--- config.mk ---
export PLATFORM = sky130hd
export DESIGN_NAME = johnson_decoder_flat
export DESIGN_NICKNAME = d
export VERILOG_FILES = /design/src/rtl/johnson_pkg.sv /design/src/rtl/johnson_decoder_if.sv /design/src/rtl/johnson_index_decode.sv /design/src/rtl/johnson_decoder.sv /design/src/flat_wrapper.sv
export SDC_FILE = /design/constraint.sdc
export NUM_CORES = 1
export LEC_CHECK = 0
export CAP_MARGIN = 20
export CORE_MARGIN = 1.5
export CORE_UTILIZATION = 45
export DETAILED_ROUTE_END_ITERATION = 6
export PLACE_DENSITY = 0.75
export SLEW_MARGIN = 40
export SYNTH_ARGS = -nofsm -noshare
export SYNTH_HDL_FRONTEND = slang
export SYNTH_HIERARCHICAL = 1
export SYNTH_SLANG_ARGS = --single-unit
--- constraint.sdc ---
create_clock -name clk -period 2.1 [get_ports clk]
set_input_delay 0.21 -clock clk [delete_from_list [all_inputs] [get_ports clk]]
set_output_delay 0.21 -clock clk [all_outputs]
set_load 0.05 [all_outputs]
--- src/rtl/johnson_pkg.sv ---
// rtl/johnson_pkg.sv - shared types and helpers for the Johnson code decoder
package johnson_pkg;

  // Sequence monitor states: locked once enough consecutive +1 steps are seen
  typedef enum logic {
    UNLOCKED = 1'b0,
    LOCKED   = 1'b1
  } lock_state_t;

  // Bits needed to hold a state number of a WIDTH-bit Johnson counter
  function automatic int idx_w(input int width);
    return $clog2(2 * width);
  endfunction

endpackage

--- src/rtl/johnson_decoder_if.sv ---
// rtl/johnson_decoder_if.sv - sample/result bundle between the observed counter and the decoder
interface johnson_decoder_if
  import johnson_pkg::*;
#(
  parameter int WIDTH = 4,
  parameter int ERR_W = 8,
  localparam int IDX_W = idx_w(WIDTH)
);

  logic             in_valid;
  logic [WIDTH-1:0] code;
  logic             clear_err;
  logic             out_valid;
  logic [IDX_W-1:0] index;
  logic             code_err;
  logic             seq_err;
  logic             locked;
  logic [ERR_W-1:0] err_count;

  modport master (
    output in_valid, code, clear_err,
    input  out_valid, index, code_err, seq_err, locked, err_count
  );

  modport slave (
    input  in_valid, code, clear_err,
    output out_valid, index, code_err, seq_err, locked, err_count
  );

endinterface

--- src/rtl/johnson_index_decode.sv ---
// rtl/johnson_index_decode.sv - combinational legality check and state-number decode
module johnson_index_decode
  import johnson_pkg::*;
#(
  parameter int WIDTH = 4,
  localparam int IDX_W = idx_w(WIDTH)
) (
  input  logic [WIDTH-1:0] code,
  output logic             legal,
  output logic [IDX_W-1:0] index
);

  localparam logic [WIDTH-1:0] ONE   = WIDTH'(1);
  localparam logic [IDX_W:0]   TWO_W = (IDX_W + 1)'(2 * WIDTH);

  logic [WIDTH-1:0] thermo;
  logic [IDX_W:0]   pop;
  logic [IDX_W:0]   full;

  // Fold MSB=1 words onto the LSB-thermometer form; a thermometer plus one has no overlapping ones
  always_comb begin
    thermo = code[WIDTH-1] ? ~code : code;
    legal  = ((thermo & (thermo + ONE)) == '0);
    pop    = '0;
    for (int i = 0; i < WIDTH; i++) begin
      pop = pop + (IDX_W + 1)'(code[i]);
    end
    full  = code[WIDTH-1] ? (TWO_W - pop) : pop;
    index = full[IDX_W-1:0];
  end

endmodule

--- src/rtl/johnson_decoder.sv ---
// rtl/johnson_decoder.sv - Johnson counter decoder with sequence lock monitor and error counter
module johnson_decoder
  import johnson_pkg::*;
#(
  parameter int WIDTH    = 4,
  parameter int LOCK_CNT = 3,
  parameter int ERR_W    = 8,
  localparam int IDX_W   = idx_w(WIDTH)
) (
  input logic              clk,
  input logic              rst_n,
  johnson_decoder_if.slave bus
);

  localparam int              RUN_W    = $clog2(LOCK_CNT + 1);
  localparam logic [RUN_W-1:0] RUN_MAX = RUN_W'(LOCK_CNT);
  localparam logic [RUN_W-1:0] RUN_ONE = RUN_W'(1);
  localparam logic [IDX_W-1:0] LAST_IDX = IDX_W'(2 * WIDTH - 1);
  localparam logic [IDX_W-1:0] IDX_ONE  = IDX_W'(1);
  localparam logic [ERR_W-1:0] ERR_ONE  = ERR_W'(1);

  lock_state_t      state;
  logic             prev_valid;
  logic [IDX_W-1:0] prev_idx;
  logic [RUN_W-1:0] good_run;
  logic             out_valid_q;
  logic [IDX_W-1:0] index_q;
  logic             code_err_q;
  logic             seq_err_q;
  logic [ERR_W-1:0] err_count_q;

  logic             legal;
  logic [IDX_W-1:0] dec_idx;
  logic [IDX_W-1:0] step_idx;
  logic             is_hold;
  logic             is_step;
  logic             set_code_err;
  logic             set_seq_err;
  logic [RUN_W-1:0] run_next;

  johnson_index_decode #(.WIDTH(WIDTH)) u_decode (
    .code  (bus.code),
    .legal (legal),
    .index (dec_idx)
  );

  // Classify the sampled word against the previous state (hold, +1 with wrap, or jump)
  always_comb begin
    step_idx     = (prev_idx == LAST_IDX) ? '0 : prev_idx + IDX_ONE;
    is_hold      = prev_valid && (dec_idx == prev_idx);
    is_step      = prev_valid && (dec_idx == step_idx);
    set_code_err = bus.in_valid && !legal;
    set_seq_err  = bus.in_valid && legal && prev_valid && !is_hold && !is_step;
    run_next     = (good_run == RUN_MAX) ? RUN_MAX : good_run + RUN_ONE;
  end

  // Lock FSM, previous-state tracking and registered decode outputs
  always_ff @(posedge clk or negedge rst_n) begin
    if (!rst_n) begin
      state       <= UNLOCKED;
      prev_valid  <= 1'b0;
      prev_idx    <= '0;
      good_run    <= '0;
      out_valid_q <= 1'b0;
      index_q     <= '0;
      code_err_q  <= 1'b0;
      seq_err_q   <= 1'b0;
    end else begin
      out_valid_q <= bus.in_valid;
      code_err_q  <= set_code_err;
      seq_err_q   <= set_seq_err;
      if (bus.in_valid) begin
        if (!legal) begin
          prev_valid <= 1'b0;
          good_run   <= '0;
          state      <= UNLOCKED;
        end else begin
          index_q    <= dec_idx;
          prev_idx   <= dec_idx;
          prev_valid <= 1'b1;
          if (!prev_valid) begin
            good_run <= '0;
          end else if (is_hold) begin
            good_run <= good_run;
          end else if (is_step) begin
            good_run <= run_next;
            if (run_next == RUN_MAX) begin
              state <= LOCKED;
            end
          end else begin
            good_run <= '0;
            state    <= UNLOCKED;
          end
        end
      end
    end
  end

  // Saturating error counter; a clear wins over a same-cycle error
  always_ff @(posedge clk or negedge rst_n) begin
    if (!rst_n) begin
      err_count_q <= '0;
    end else if (bus.clear_err) begin
      err_count_q <= '0;
    end else if ((set_code_err || set_seq_err) && (err_count_q != '1)) begin
      err_count_q <= err_count_q + ERR_ONE;
    end
  end

  assign bus.out_valid = out_valid_q;
  assign bus.index     = index_q;
  assign bus.code_err  = code_err_q;
  assign bus.seq_err   = seq_err_q;
  assign bus.locked    = (state == LOCKED);
  assign bus.err_count = err_count_q;

endmodule

--- src/flat_wrapper.sv ---
// flat-port wrapper written by rule: the top's interface ports become plain ports
module johnson_decoder_flat import johnson_pkg::*;
#(
  parameter int WIDTH    = 4,
  parameter int LOCK_CNT = 3,
  parameter int ERR_W    = 8,
  localparam int IDX_W   = idx_w(WIDTH)
)
  (clk, rst_n, bus_in_valid, bus_code, bus_clear_err, bus_out_valid, bus_index, bus_code_err, bus_seq_err, bus_locked, bus_err_count);
  johnson_decoder_if #(.WIDTH(WIDTH), .ERR_W(ERR_W)) bus_i ();
  input logic clk;
  input logic rst_n;
  input wire logic [$bits(bus_i.in_valid)-1:0] bus_in_valid;
  input wire logic [$bits(bus_i.code)-1:0] bus_code;
  input wire logic [$bits(bus_i.clear_err)-1:0] bus_clear_err;
  output wire logic [$bits(bus_i.out_valid)-1:0] bus_out_valid;
  output wire logic [$bits(bus_i.index)-1:0] bus_index;
  output wire logic [$bits(bus_i.code_err)-1:0] bus_code_err;
  output wire logic [$bits(bus_i.seq_err)-1:0] bus_seq_err;
  output wire logic [$bits(bus_i.locked)-1:0] bus_locked;
  output wire logic [$bits(bus_i.err_count)-1:0] bus_err_count;
  assign bus_i.in_valid = bus_in_valid;
  assign bus_i.code = bus_code;
  assign bus_i.clear_err = bus_clear_err;
  assign bus_out_valid = bus_i.out_valid;
  assign bus_index = bus_i.index;
  assign bus_code_err = bus_i.code_err;
  assign bus_seq_err = bus_i.seq_err;
  assign bus_locked = bus_i.locked;
  assign bus_err_count = bus_i.err_count;
  johnson_decoder #(.WIDTH(WIDTH), .LOCK_CNT(LOCK_CNT), .ERR_W(ERR_W)) u_core (.clk(clk), .rst_n(rst_n), .bus(bus_i));
endmodule
Word level (Yosys, flattened, before mapping)
Cells that the tools add are included.
Word-level totals
  bits in registers: 18
  input bits: 8
  output and inout port bits: 15
  word-level logic and storage cells: 61
Operators by class
  $add $sub $neg: 8
  equality and inequality tests: 10
  muxes and demuxes: 16
  bitwise gates (word level): 2
  reduce and logical (&&, ||, !) cells: 17
Operators with widths (count)
  8-bit 2-to-1 mux: 2
  2-bit 2-to-1 mux: 5
  8-bit by 1-bit adder with 8-bit output (second input constant): 1
  1-bit logical AND: 8
  8-bit inequality test (second input constant): 1
  3-bit equality test: 2
  1-bit 2-to-1 mux: 6
  3-bit 2-to-1 mux: 2
  3-bit inequality test (second input constant): 2
  4-bit by 1-bit adder with 4-bit output (second input constant): 1
  4-bit AND: 1
  2-bit equality test (second input constant): 2
  4-bit zero test: 1
  4-bit 2-to-1 mux: 1
  4-bit inverter: 1
  2-bit AND reduction: 2
  4-bit AND reduction: 1
  2-bit by 1-bit adder with 3-bit output: 1
  3-bit by 1-bit adder with 3-bit output: 1
  3-bit by 1-bit adder with 3-bit output (second input constant): 1
  3-bit equality test (second input constant): 1
  1-bit zero test: 3
  1-bit by 3-bit subtractor with 3-bit output (first input constant): 1
  1-bit by 1-bit adder with 2-bit output: 1
  5 further kinds: 5

Longest topological paths before layout
Gate-level depths: netlist of run 1.
  depth after elaboration: 14
  gate-level depth with buffers: 15
  depth with buffers taken out: 14

Hierarchy
Netlist of run 1, hierarchy kept.
By module, submodules not included
  johnson_decoder: times used 1, cells each 89, area an instance 958.4 um^2
  johnson_index_decode: times used 1, cells each 20, area an instance 143.9 um^2

Least setup slack after synthesis of run 1
Ideal clock, no wire load.
  path type: input to register
  start: input bus_code[0]
  end: register u_core.err_count_q[3], in the netlist u_core/bus.err_count[3]
  setup time: 125 ps
  arrival time: 2926 ps
  required time: 1975 ps
  path slack: -950 ps
  cell stages on the path: 14
  buffers on the path: 0
  cells stage by stage: inv_1 -> fa_1 -> inv_1 -> ha_1 -> ha_1 -> inv_1 -> ha_1 -> nand2b_1 -> xnor2_1 -> xnor2_1 -> nand3_1 -> a41oi_4 -> and2b_2 -> mux2_2
On the way
  longest elaborated chain between the ends: 13
  elaborated cells on any way between the ends: 25
  classes of those cells: add/sub (5); eq/ne (2); mux (2); bitwise (2); reduce/logical (14)
Ends and longest elaborated chain
  start: declaration: RTL line flat_wrapper.sv:14  | input wire logic [$bits(bus_i.code)-1:0] bus_code;
  1-bit by 1-bit adder with 2-bit output (*): RTL line johnson_index_decode.sv:26  | pop = pop + (IDX_W + 1)'(code[i]);
  2-bit by 1-bit adder with 3-bit output (*): RTL line johnson_index_decode.sv:26
  3-bit by 1-bit adder with 3-bit output (*): RTL line johnson_index_decode.sv:26
  1-bit by 3-bit subtractor with 3-bit output: RTL line johnson_index_decode.sv:28  | full = code[WIDTH-1] ? (TWO_W - pop) : pop;
  3-bit 2-to-1 mux (*): RTL line johnson_index_decode.sv:28
  named net u_core.dec_idx[2]: RTL line johnson_decoder.sv:33  | logic [IDX_W-1:0] dec_idx;
  3-bit equality test: RTL line johnson_decoder.sv:50  | is_hold = prev_valid && (dec_idx == prev_idx);
  1-bit logical AND: RTL line johnson_decoder.sv:50
  1-bit zero test: RTL line johnson_decoder.sv:53  | set_seq_err = bus.in_valid && legal && prev_valid && !is_hold && !is_step;
  1-bit logical AND: RTL line johnson_decoder.sv:53
  1-bit logical AND (*): RTL line johnson_decoder.sv:53
  1-bit logical OR (*): RTL line johnson_decoder.sv:105  | end else if ((set_code_err || set_seq_err) && (err_count_q != '1)) begin
  1-bit logical AND (*): RTL line johnson_decoder.sv:105
  2-bit nonzero test (no line) (*)
  end signal: assignment: RTL line johnson_decoder.sv:106  | err_count_q <= err_count_q + ERR_ONE;
  end: declaration: RTL line johnson_decoder.sv:30  | logic [ERR_W-1:0] err_count_q;
The timed path passes the listed nets; every way through them passes the cells marked *.
A chain may end at the register's enable or synchronous reset.

Worst setup path after layout of run 1
  start: input bus_code[1]
  end: register u_core.err_count_q[3], in the netlist u_core/bus.err_count[3]
Same word-level chain as after synthesis.

==> impl_metrics.csv, run 1 <==
group,metric,value,unit
logic_synthesis,synth_top_area_share,40.9,%
logic_synthesis,synth_mux_area_share,7.04,%
route,final_antenna_net_count,0,
logic_synthesis,synth_area,1100,µm²
run,maxCapViolations,0,
placement,portBuffers,22,
sta,setup_viol,12,
sta,finalCritPeriodShare,134,%
setup_path,cp.required,2290,ps
sta,drv_slew,0,
sta,rsz0062_at_grt,"yes",
logic_synthesis,ys_ff_latch,18,
route,num_vias,994,
floorplanning,die_y,52.5,µm
power_and_ir_drop,power_frac_clock,15.2,%
cells_and_area,syn_to_final_growth,54.4,%
clock_network,clkTransAtPathRegs,100,ps
power_and_ir_drop,seq_power_share,29.6,%
logic_synthesis,yosys.area_share.simple,17.4,%
power_and_ir_drop,switching_share,38.4,%
cells_and_area,n_fill_cell,155,
logic_synthesis,yosys.area.top_type,"dfrtp_1",
sta,worst_slack,-720,ps
power_and_ir_drop,internal_power,0.872,mW
logic_synthesis,synth_top_family_by_area,"simple AND/OR/NAND/NOR gates",
logic_synthesis,synthXorXnorAreaFrac,4.77,%
floorplanning,die_w,52.5,µm
placement,hpwl,1.88,mm
setup_path,crit_fanout,3,
logic_synthesis,syn_avg_cell_area,10.1,µm²
logic_synthesis,ys_async_sr_fraction,100,%
logic_synthesis,ys.flop_type,"dfrtp_1",
global_route,grt_max_degree,19,
logic_synthesis,yosys.area_share.adder,8.63,%
cells_and_area,drive_above_1_share,40.3,%
floorplanning,start_util,48.9,%
sta,timing.hold.ws,236,ps
power_and_ir_drop,ir_worst_vdd,0.756,mV
route,drcViolationCount,0,
logic_synthesis,syn_inst,109,
global_route,grt_pass1_wl,4.53,mm
floorplanning,std_cell_rows,17,
logic_synthesis,ys_types,33,
clock_network,clock_sinks,18,
sta,fmax,0.355,GHz
setup_path,critPathLaunchType,"input pin",
logic_synthesis,synth.most_common_cell,"dfrtp_1",
global_route,antenna_found_initial,0,
clock_network,cts_max_level,1,
global_route,gr-usage-all-layers,22.5,%
route,dr.pass1.iters,4,
sta,skew,0.778,ps
status,violations,"setup timing",
route,viasPerCell,5.32,
route,drt_iter0_markers,20,
floorplanning,die_area,2760,µm²
route,wl_per_cell,14.0,µm
floorplanning,pin_count,23,
power_and_ir_drop,p_switching,0.543,mW
placement,dpl_cell_area,1570,µm²
setup_path,crit_arrival,3010,ps
logic_synthesis,syn_nets,124,
clock_network,cts_tree,"yes",
logic_synthesis,netlist_top_cells_count,"18 x dfrtp_1, 10 x inv_1, 7 x a21oi_1",
logic_synthesis,synth_edf_count,0,
cells_and_area,utilization,75.5,%
floorplanning,core_area,2250,µm²
placement,gp_congestion,0.817,
logic_synthesis,synth-seq-area-share,40.9,%
logic_synthesis,synthTopCellsByArea,"dfrtp_1 41%, ha_1 6.8%, mux2_2 5.1%",
sta,min_period,2820,ps
cells_and_area,final_area,1700,µm²
clock_network,ctsRootBufferMaster,"clkbuf_4",
sta,worstMarginPinSlew,504,ps
clock_network,hold_buffers,0,
logic_synthesis,yosysWarnings,6,
logic_synthesis,synth_compound_area_share,15.9,%
route,wirelength,2.61,mm
status,outcome,"finished, violations left",
setup_path,worstSetupEndpointType,"flip-flop",
clock_network,clk_latency,290,ps
cells_and_area,layout.nets,175,
cells_and_area,antennaDiodeCount,0,
global_route,first_global_vias,1025,
setup_path,reg2reg_from,"u_core/bus.index[0]",
global_route,gr-total-overflow,0,
sta,max-slew-margin-rel,66.3,%
setup_path,critical_path_class,"in -> reg",
sta,hold_violations,0,
clock_network,cts_made_buffers,3,
clock_network,clk_path_buf_depth,2,
setup_path,crit_start,"bus_code[1]",
power_and_ir_drop,power_density,832,nW/µm²
power_and_ir_drop,combPwrFrac,55.2,%
hold_path,holdCritPathClass,"in -> async",
power_and_ir_drop,power_leakage,0.742,nW
## power groups by stage
stage	clock network [mW]	logic [mW]	registers, mW
2_1_floorplan	0	0.321	0.553
3_3_place_gp	0	0.676	0.421
3_5_place_dp	0	0.699	0.425
4_1_cts	0.221	0.771	0.419
5_1_grt	0.237	0.841	0.426
6_report	0.214	0.781	0.419
## critical path: stages
cell and delay [ps]:
buf_12 90, inv_12 30, fa_1 540, inv_1 50, ha_2 170, ha_4 270
inv_4 30, ha_4 140, nand2b_4 150, xnor2_4 230, xnor2_1 160, nand3_2 120
a41oi_4 270, and2b_2 250, mux2_4 290
## worst paths after layout
path                                           endpoint  slack (ps)  depth (start not counted)
worst max-delay path            u_core/bus.err_count[3]        -720                         15
min in group clk                    u_core/bus.code_err         400                          5
max in group asynchronous           u_core/bus.index[1]        1670                          2
worst max register to register  u_core/bus.err_count[6]        -180                          9
worst min-delay path                 u_core/bus.seq_err         240                          2
worst min register to register        u_core/bus.locked         540                          2
## repair_timing
| item | CTS | global route |
|---|---|---|
| buffers inserted | 7 | 1 |
| setup endpoints to repair | 14 | 12 |
| resized for setup | 25 | 2 |
| pin swaps | 8 | 3 |
## flip-flops by register name (all words and copies together), names as in the netlist
register              count
u_core/bus.err_count      8
u_core/bus.index          3
u_core/good_run           2
u_core/bus.code_err       1
u_core/bus.locked         1
u_core/bus.out_valid      1
u_core/bus.seq_err        1
u_core/prev_valid         1
## cells by family (layout without fill, tap and decap cells)
| kind of cell | count (synthesis) | in the layout |
|---|---|---|
| AND/OR/NAND/NOR | 34 | 34 |
| multiplexers | 7 | 7 |
| adder cells (fa/ha/maj) | 7 | 7 |
| flip-flops | 18 | 18 |
| XOR/XNOR | 6 | 6 |
| AO/OA/AOI/OAI | 23 | 23 |
| buffers and inverters | 14 | 64 |
## layout make-up
type	instances	area (µm²)	area share, %
inverter	12	60.1	3.53
tap	28	35.0	2.06
timing repair buffer	48	427	25.1
multi-input combinational	77	693	40.7
sequential	18	450	26.5
clock buffer	4	36.3	2.13
## cells in the final DEF (no fill, tap or decap), drive strengths merged, types with 2 or more instances in the layout
cell type	instances
nand2b	4
clkdlybuf4s50	19
nor2	6
mux2	6
nand2	4
ha	6
nor2b	3
or3	5
o21ai	7
o21ba	2
o31a	2
buf	29
inv	12
nand4	2
clkbuf	4
xnor2	6
nand3	6
dfrtp	18
a41oi	3
a21oi	7
## layer usage
metal | part of all wire [%] | global-route usage [%]
met5 | 0 | 0
met1 | 42 | 27.3
met3 | 5.2 | 5.71
met4 | 0.54 | 5.56
met2 | 53 | 39.4
## metrics by stage
step | setup TNS [ps] | cells | setup slack (ps) | total power, mW
floorplan | -6910 | 109 | -793 | 0.874
global placement | -17320 | 175 | -1520 | 1.10
detailed placement | -18520 | 175 | -1610 | 1.12
CTS | -6880 | 186 | -694 | 1.41
global route | -8640 | 187 | -813 | 1.50
finish | -7350 | 187 | -720 | 1.41
Power figures use the tool's default switching activity.
==> run 2, diff against run 1 <==
Settings changed: CORE_UTILIZATION 45 to 56, CTS_BUF_LIST set to sky130_fd_sc_hd__clkbuf_4, PLACE_DENSITY 0.75 to 0.86.
Clock period 2.1 ns to 3.61 ns, I/O delays scaled along.
==> impl_metrics.csv, run 2 (synthesized netlist as in run 1, its figures left out) <==
group,metric,value,unit
cells_and_area,largest_reg_flops,8,
setup_path,cp.required,3790,ps
global_route,antenna_found_initial,0,
global_route,first_global_vias,888,
cells_and_area,drive_above_1_share,21.0,%
setup_path,worstSetupEndpointType,"flip-flop",
route,wl_met3,112,µm
cells_and_area,mostFrequentLayoutCells,"21 x clkdlybuf4s50_1, 18 x dfrtp_1, 10 x inv_1",
sta,max-slew-margin-rel,66.0,%
route,drt_iter0_markers,13,
sta,timing.hold.ws,517,ps
setup_path,critical_path_class,"in -> reg",
sta,drv_slew,0,
route,wl_met1,1.01,mm
clock_network,cts_max_level,1,
setup_path,rr_worst_depth,7,
route,top_layer,"met4",
sta,skew,4.43,ps
floorplanning,die_w,47.4,µm
clock_network,cts_tree,"yes",
setup_path,crit_path_frequent_cell,"ha_1",
placement,pre_cts_slack,-265,ps
placement,gp_congestion,0.827,
cells_and_area,layout.nets,159,
route,wirelength,2.40,mm
setup_path,crit_arrival,3700,ps
setup_path,critPathLaunchType,"input pin",
setup_path,crit_fanout,5,
route,final_antenna_net_count,0,
sta,rsz0062_at_grt,"no",
sta,setup_viol,0,
clock_network,clock_sinks,18,
clock_network,ctsRootBufferMaster,"clkbuf_4",
floorplanning,core_area,1780,µm²
power_and_ir_drop,ir_worst_vdd,0.399,mV
route,wl_per_cell,14.3,µm
sta,min_period,3520,ps
setup_path,r2r_slack,1300,ps
power_and_ir_drop,power_leakage,0.641,nW
global_route,gr-total-overflow,0,
sta,hold_violations,0,
setup_path,reg2reg_to,"u_core/bus.err_count[0]",
power_and_ir_drop,power_density,478,nW/µm²
placement,hpwl,1.85,mm
cells_and_area,fin_cells,168,
clock_network,clk_latency,290,ps
cells_and_area,layout_commonest_cell,"clkdlybuf4s50_1",
setup_path,slowest_stage,"clkdlybuf4s50_1",
placement,dpl_cell_area,1410,µm²
clock_network,cts_made_buffers,3,
clock_network,clk_path_buf_depth,2,
run,maxCapViolations,0,
route,dr.pass1.iters,4,
route,wl_met2,1.24,mm
route,viasPerCell,5.46,
placement,portBuffers,22,
setup_path,cp.depth,15,
setup_path,slowest_delay,510,ps
floorplanning,start_util,61.8,%
setup_path,critPathTopFamily,"adder cells",
sta,finalCritPeriodShare,97.6,%
setup_path,worstPathBufferInverterCount,4,
floorplanning,die_y,47.4,µm
cells_and_area,utilization,81.3,%
floorplanning,std_cell_rows,15,
placement,dpl.cell_count,163,
global_route,gr-usage-all-layers,25.2,%
cells_and_area,final_area,1450,µm²
global_route,grt_max_degree,19,
floorplanning,die_area,2240,µm²
power_and_ir_drop,p_total,0.694,mW
clock_network,clkTransAtPathRegs,90,ps
global_route,grt_pass1_wl,3.89,mm
setup_path,cp_cell_sequence,"clkdlybuf4s50_1 -> inv_2 -> fa_1 -> inv_1 -> ha_1 -> ha_1 -> inv_1 -> ha_1 -> nand2b_1 -> xnor2_2 -> xnor2_1 -> nand4_2 -> a41oi_4 -> and2b_2 -> mux2_2",
sta,worst_slack,88.1,ps
cells_and_area,syn_to_final_growth,31.6,%
route,drcViolationCount,0,
sta,fmax,0.284,GHz
hold_path,holdCritPathClass,"in -> async",
setup_path,reg2reg_from,"u_core/bus.index[0]",
floorplanning,pin_count,23,
status,outcome,"finished clean",
sta,setup_tns,0,ps
sta,worstMarginPinSlew,509,ps
cells_and_area,antennaDiodeCount,0,
route,num_vias,917,
==> run 2: cell types whose count changed in the layout (fill, tap and decap cells not counted), sizes merged <==
cell,previous run,this run
clkdlybuf4s50,19,21
clkbuf,4,3
clkinv,0,1
buf,29,10
dlygate4sd3,0,1
==> run 2: power by group <==
group          leakage (nW)  internal, mW  switching (mW)  total (mW)
combinational         0.387         0.146           0.198       0.344
clock                0.0154        0.0402          0.0566      0.0968
sequential            0.239         0.225          0.0278       0.252
==> run 2: routing by layer <==
metal / vias up / GRT usage [%]
li1: 452 / -
met5: - / 0
met2: 27 / 41.4
met1: 434 / 30.8
met4: 0 / 7.78
met3: 4 / 9.23
==> run 2: worst max path at each step <==
stage / from / to / slack (ps)
finish: bus_code[1] / u_core/bus.err_count[3] / 90
global route: bus_code[0] / u_core/bus.err_count[3] / 20
CTS: bus_code[1] / u_core/bus.err_count[0] / 30
detailed placement: bus_code[1] / u_core/bus.err_count[3] / -260
global placement: bus_code[0] / u_core/bus.err_count[3] / -130
floorplan: bus_code[0] / u_core/bus.err_count[3] / 410
==> run 2: what timing repair did <==
action                                  4_1_cts  5_1_grt
resized for setup                             0        3
buffers inserted                              0        0
endpoints found under the setup margin        0        8
hold endpoints to repair                      0       10
hold buffers                                  0        1
==> run 2: cell type report <==
| cell class | count | area (µm²) |
|---|---|---|
| Multi-Input combinational cell | 77 | 604 |
| Fill cell | 116 | 333 |
| Timing Repair Buffer | 32 | 293 |
| Sequential cell | 18 | 450 |
| Clock inverter | 1 | 3.75 |
| Tap cell | 25 | 31.3 |
| Inverter | 12 | 45.0 |
| Clock buffer | 3 | 22.5 |
